--- src/rtl/ss_stack.sv ---
// ForthSuper data/return stack: registered tos/s0 over a sync-read RAM body; SS_CHECK_EN adds ovf/udf guarding.
// LOAD/PUSH take effect next cycle with rdy held high; POP refills s0 and PICK loads tos two cycles after acceptance.
// rdy drops for one cycle during POP/PICK; en while rdy=0 is ignored, so the master holds its op until rdy.
module ss_stack #(
    parameter int DEPTH = 64,
    parameter int DSZ   = 32,
    localparam int SSZ  = $clog2(DEPTH)
) (
    input  logic           clk,
    input  logic           rst,
    input  logic           en,
    input  logic [1:0]     op,
    input  logic [DSZ-1:0] vi,
    output logic           rdy,
    output logic [SSZ-1:0] sp,
    output logic [SSZ-1:0] sp_1,
    output logic [DSZ-1:0] s0,
    output logic [DSZ-1:0] tos,
    output logic           ovf,
    output logic           udf
);

    typedef enum logic [1:0] {
        SS_LOAD = 2'd0,
        SS_PUSH = 2'd1,
        SS_POP  = 2'd2,
        SS_PICK = 2'd3
    } sop_e;

    typedef enum logic [1:0] {
        ST_IDLE = 2'd0,
        ST_FILL = 2'd1,
        ST_PICK = 2'd2
    } state_e;

    state_e           state_q, state_d;
    logic [SSZ-1:0]   sp_q, sp_d;
    logic [SSZ-1:0]   rd_addr_q, rd_addr_d;
    logic [DSZ-1:0]   tos_q, tos_d;
    logic [DSZ-1:0]   s0_q, s0_d;
    logic             ovf_q, ovf_d;
    logic             udf_q, udf_d;
    logic             wr_en;
    logic [DSZ-1:0]   rd_dat;
    logic             push_bad, pop_bad, pick_bad;
    sop_e             op_e;

    logic [DSZ-1:0]   mem [DEPTH];

    assign op_e = sop_e'(op);

`ifdef SS_CHECK_EN
    assign push_bad = (sp_q == SSZ'(DEPTH - 1));
    assign pop_bad  = (sp_q == '0);
    assign pick_bad = (vi[SSZ-1:0] >= sp_q);
`else
    assign push_bad = 1'b0;
    assign pop_bad  = 1'b0;
    assign pick_bad = 1'b0;
`endif

    // Write lands at the accept edge; a POP right after reads sp-2, never the slot just written.
    always_ff @(posedge clk) begin
        if (wr_en) begin
            mem[sp_q] <= tos_q;
        end
    end

    assign rd_dat = mem[rd_addr_q];

    always_ff @(posedge clk or posedge rst) begin
        if (rst) begin
            state_q   <= ST_IDLE;
            sp_q      <= '0;
            rd_addr_q <= '0;
            tos_q     <= '1;
            s0_q      <= '0;
            ovf_q     <= 1'b0;
            udf_q     <= 1'b0;
        end else begin
            state_q   <= state_d;
            sp_q      <= sp_d;
            rd_addr_q <= rd_addr_d;
            tos_q     <= tos_d;
            s0_q      <= s0_d;
            ovf_q     <= ovf_d;
            udf_q     <= udf_d;
        end
    end

    always_comb begin
        state_d   = state_q;
        sp_d      = sp_q;
        rd_addr_d = rd_addr_q;
        tos_d     = tos_q;
        s0_d      = s0_q;
        ovf_d     = ovf_q;
        udf_d     = udf_q;
        wr_en     = 1'b0;
        rdy       = 1'b0;
        case (state_q)
            ST_IDLE: begin
                rdy = 1'b1;
                if (en) begin
                    case (op_e)
                        SS_LOAD: tos_d = vi;
                        SS_PUSH: begin
                            if (push_bad) begin
                                ovf_d = 1'b1;
                            end else begin
                                wr_en = 1'b1;
                                s0_d  = tos_q;
                                tos_d = vi;
                                sp_d  = sp_q + SSZ'(1);
                            end
                        end
                        SS_POP: begin
                            if (pop_bad) begin
                                udf_d = 1'b1;
                            end else begin
                                tos_d     = s0_q;
                                sp_d      = sp_q - SSZ'(1);
                                rd_addr_d = sp_q - SSZ'(2);
                                state_d   = ST_FILL;
                            end
                        end
                        SS_PICK: begin
                            if (pick_bad) begin
                                udf_d = 1'b1;
                            end else begin
                                rd_addr_d = sp_q - SSZ'(1) - vi[SSZ-1:0];
                                state_d   = ST_PICK;
                            end
                        end
                        default: ;
                    endcase
                end
            end
            ST_FILL: begin
                s0_d    = rd_dat;
                state_d = ST_IDLE;
            end
            ST_PICK: begin
                tos_d   = rd_dat;
                state_d = ST_IDLE;
            end
            default: state_d = ST_IDLE;
        endcase
    end

    assign sp   = sp_q;
    assign sp_1 = sp_q - SSZ'(1);
    assign s0   = s0_q;
    assign tos  = tos_q;
    assign ovf  = ovf_q;
    assign udf  = udf_q;

endmodule

--- config.mk ---
export PLATFORM = sky130hd
export DESIGN_NAME = ss_stack
export DESIGN_NICKNAME = d
export VERILOG_FILES = /design/src/rtl/ss_stack.sv
export SDC_FILE = /design/constraint.sdc
export NUM_CORES = 2
export LEC_CHECK = 0
export ABC_AREA = 1
export CORE_MARGIN = 3
export CORE_UTILIZATION = 30
export CTS_CLUSTER_SIZE = 24
export DETAILED_ROUTE_END_ITERATION = 12
export GPL_TIMING_DRIVEN = 0
export PLACE_DENSITY = 0.49
export SLEW_MARGIN = 20
export SYNTH_ARGS = -nofsm -noshare
export SYNTH_HDL_FRONTEND = slang
export SYNTH_SLANG_ARGS = --single-unit
--- constraint.sdc ---
create_clock -name clk -period 4.5 [get_ports clk]
set_input_delay 0.45 -clock clk [delete_from_list [all_inputs] [get_ports clk]]
set_output_delay 0.45 -clock clk [all_outputs]
set_load 0.1 [all_outputs]
==> impl_metrics.tcl <==
set metrics [dict create \
    postLayoutCoreUtil 0.368 \
    clockRootBuffer "clkbuf_16" \
    layout-drive-gt1-share 0.121 \
    wirelength_um 398000 \
    io_pins 116 \
    antenna_found_initial 24 \
    initial_core_util 0.302 \
    path_max_fanout 10 \
    grt_overflow_total 0 \
    max-cap-violations 0 \
    async_reset_ff_frac 0.0367 \
    fin_setup_tns_ps 0 \
    synth_edf_count 2048 \
    min_period_ps 4390 \
    clk_pin_slew_ps 60 \
    status "complete, no violations" \
    post_synth_num_cell_types 31 \
    grt_max_degree 68 \
    crit_path_end_kind "flip-flop" \
    cts_buffers 228 \
    finalSetupViolCount 0 \
    syn_inst 7324 \
    die_y_um 543 \
    tritoncts "done" \
    route.detailed.drc 0 \
    routedWlPerCell_um 33.6 \
    relSlewSlack 0.124 \
    peakVddDrop_uv 455 \
    drtAntennaViolNets 0 \
    drtIter0Drc 10885 \
    leakage_nw 37.3 \
    rsz0062_at_grt "no" \
    gp_congestion 0.985 \
    final_nets 7916 \
    powerDensity_nw_per_um2 704 \
    grt_pass1_wl_um 528000 \
    track_usage 0.263 \
    die_w_um 543 \
    cts_num_sinks 2126 \
    hold_path.class "input pin to flip-flop" \
    num_vias 65452 \
    finalMaxSlewViolations 0 \
    fp-row-count 196 \
    worstSkewPairLatency_ps 910 \
    avgViaCountPerCell 5.53 \
    ys_seq_area_frac 0.734 \
    clock_skew_ps 55.7 \
    start_kind "input pin" \
    h-tree-depth 4 \
    ys_seq_elements 2126 \
    fmax_ghz 0.228 \
    port_buffers 113 \
    power_mw 74.0 \
    tightest_slew_ps 1310 \
    coreArea_sq_um 286000 \
    hpwl_um 283000 \
    synth_top_area_cell "edfxtp_1" \
    synthTopCellsByArea "edfxtp_1, nand3_1, nand2_1, buf_2, dfrtp_1" \
    synthToLayoutAreaGrowth_pct 21.6 \
    required_ps 5080 \
    synth_top_area_frac 0.711 \
    synth_area_sq_um 86500 \
    arrival_ps 4980 \
    ys.flop_type "edfxtp_1" \
    grt_pass1_vias 59630 \
    yosysWarningCount 0 \
    critPathKind "input pin to flip-flop" \
    clock_path_buffers 3 \
    finalCritPeriodShare 0.976 \
    syn_area_per_cell_sq_um 11.8 \
    dr.pass1.iters 8 \
    dieArea_sq_um 295000 \
    finalHoldViolCount 0 \
    cts_hold_buf 0 \
]
## flip-flops by register name, indices dropped and copies added (netlist names)
signal     flops
mem         2048
s0            32
tos           32
rd_addr_q      6
sp             6
state_q        2
## synth_stat cells (2+ instances only)
master / number
ha_1: 16
a22oi_1: 4
buf_6: 23
a21oi_1: 65
xor2_1: 7
buf_2: 275
edfxtp_1: 2048
o311ai_0: 2
dfrtp_1: 46
o221ai_1: 2
clkbuf_1: 111
buf_4: 25
nand3_1: 2011
nand2_1: 2434
buf_1: 47
clkinv_1: 2
o21ai_0: 14
inv_1: 35
nor2_1: 112
o22ai_1: 3
dfstp_2: 32
## area by class of cell
type | instances | area, sq um
Antenna cell | 18 | 45.0
Buffer | 482 | 2470
Clock buffer | 287 | 5960
Clock inverter | 139 | 1640
Fill cell | 27534 | 181000
Inverter | 39 | 154
Multi-Input combinational cell | 4678 | 20900
Sequential cell | 2126 | 63600
Tap cell | 3762 | 4710
Timing Repair Buffer | 307 | 5690
## layer usage
layer / global-route usage / vias up / routed length, um
li1: - / 27126 / -
met2: 0.409 / 4488 / 180000
met4: 0.147 / 4 / 26200
met1: 0.340 / 32925 / 149000
met5: 0 / - / 24
met3: 0.0541 / 909 / 42700
## where the power goes
part | switching [mW] | internal [mW]
Sequential | 1.73 | 23.7
Clock | 8.33 | 10.9
Combinational | 23.0 | 6.37
## through the flow
| step | cell area (sq um) | worst slack [ps] | cells | hold WS (ps) |
|---|---|---|---|---|
| 3_3_place_gp | 92300 | -5220 | 11200 | 497 |
| 3_5_place_dp | 97500 | -549 | 11394 | 484 |
| 5_1_grt | 105000 | 91.0 | 11822 | 204 |
| 4_1_cts | 105000 | 146 | 11820 | 139 |
| 2_1_floorplan | 86500 | 124 | 7325 | 644 |
| 6_report | 105000 | 107 | 11838 | 191 |
## final timing paths
path	start	endpoint	slack, ps	depth (start not counted)
min in group asynchronous	rst	s0[1]	240	2
min reg2reg	s0[6]	s0[6]	510	2
max in group asynchronous	rst	tos[11]	3590	3
max	op[0]	mem[22][0]	110	12
max reg2reg	state_q[1]	mem[22][0]	480	9
min	vi[27]	tos[27]	190	5
## repair_timing
| item | 4_1_cts | 5_1_grt |
|---|---|---|
| gates resized for setup | 4 | 0 |
| endpoints found under the setup margin | 4 | 0 |
| buffers inserted | 0 | 0 |
## cell usage in the layout, fill, tap and decap left out, drive strengths merged, types with 2 or more instances in the layout
| cell | synthesis | layout |
|---|---|---|
| edfxtp | 2048 | 2048 |
| dfrtp | 46 | 46 |
| o311ai | 2 | 2 |
| clkinv | 2 | 101 |
| dlygate4sd2 | 0 | 4 |
| o221ai | 2 | 2 |
| o21ai | 14 | 14 |
| bufinv | 0 | 26 |
| clkdlybuf4s50 | 0 | 103 |
| a21oi | 65 | 65 |
| dfstp | 32 | 32 |
| nor2 | 113 | 113 |
| o22ai | 3 | 3 |
| nand2 | 2434 | 2434 |
| xor2 | 7 | 7 |
| buf | 371 | 568 |
| conb | 1 | 2 |
| clkinvlp | 0 | 9 |
| inv | 37 | 42 |
| a22oi | 4 | 4 |
| nand3 | 2011 | 2011 |
| ha | 16 | 16 |
| clkbuf | 111 | 401 |
| diode | 0 | 18 |
## logic make-up after synthesis
group                    after synthesis  share of synthesized area
adder cells (fa/ha/maj)               17                    0.00255
other                                  1                  0.0000434
AO/OA/AOI/OAI                         91                    0.00563
flip-flops                          2126                      0.734
AND/OR/NAND/NOR                     4560                      0.227
XOR/XNOR                               8                   0.000810
buffers and inverters                521                     0.0298
## worst max-delay path, stage by stage
cell,delay [ps]
clkdlybuf4s50_1,890
ha_1,250
nand2_1,100
nor2_2,620
nand2_1,310
nor2_1,320
nand2_1,520
nor2_4,720
buf_16,240
buf_16,170
buf_16,180
buf_16,160
Note: power is estimated with default switching activity, not from simulation.
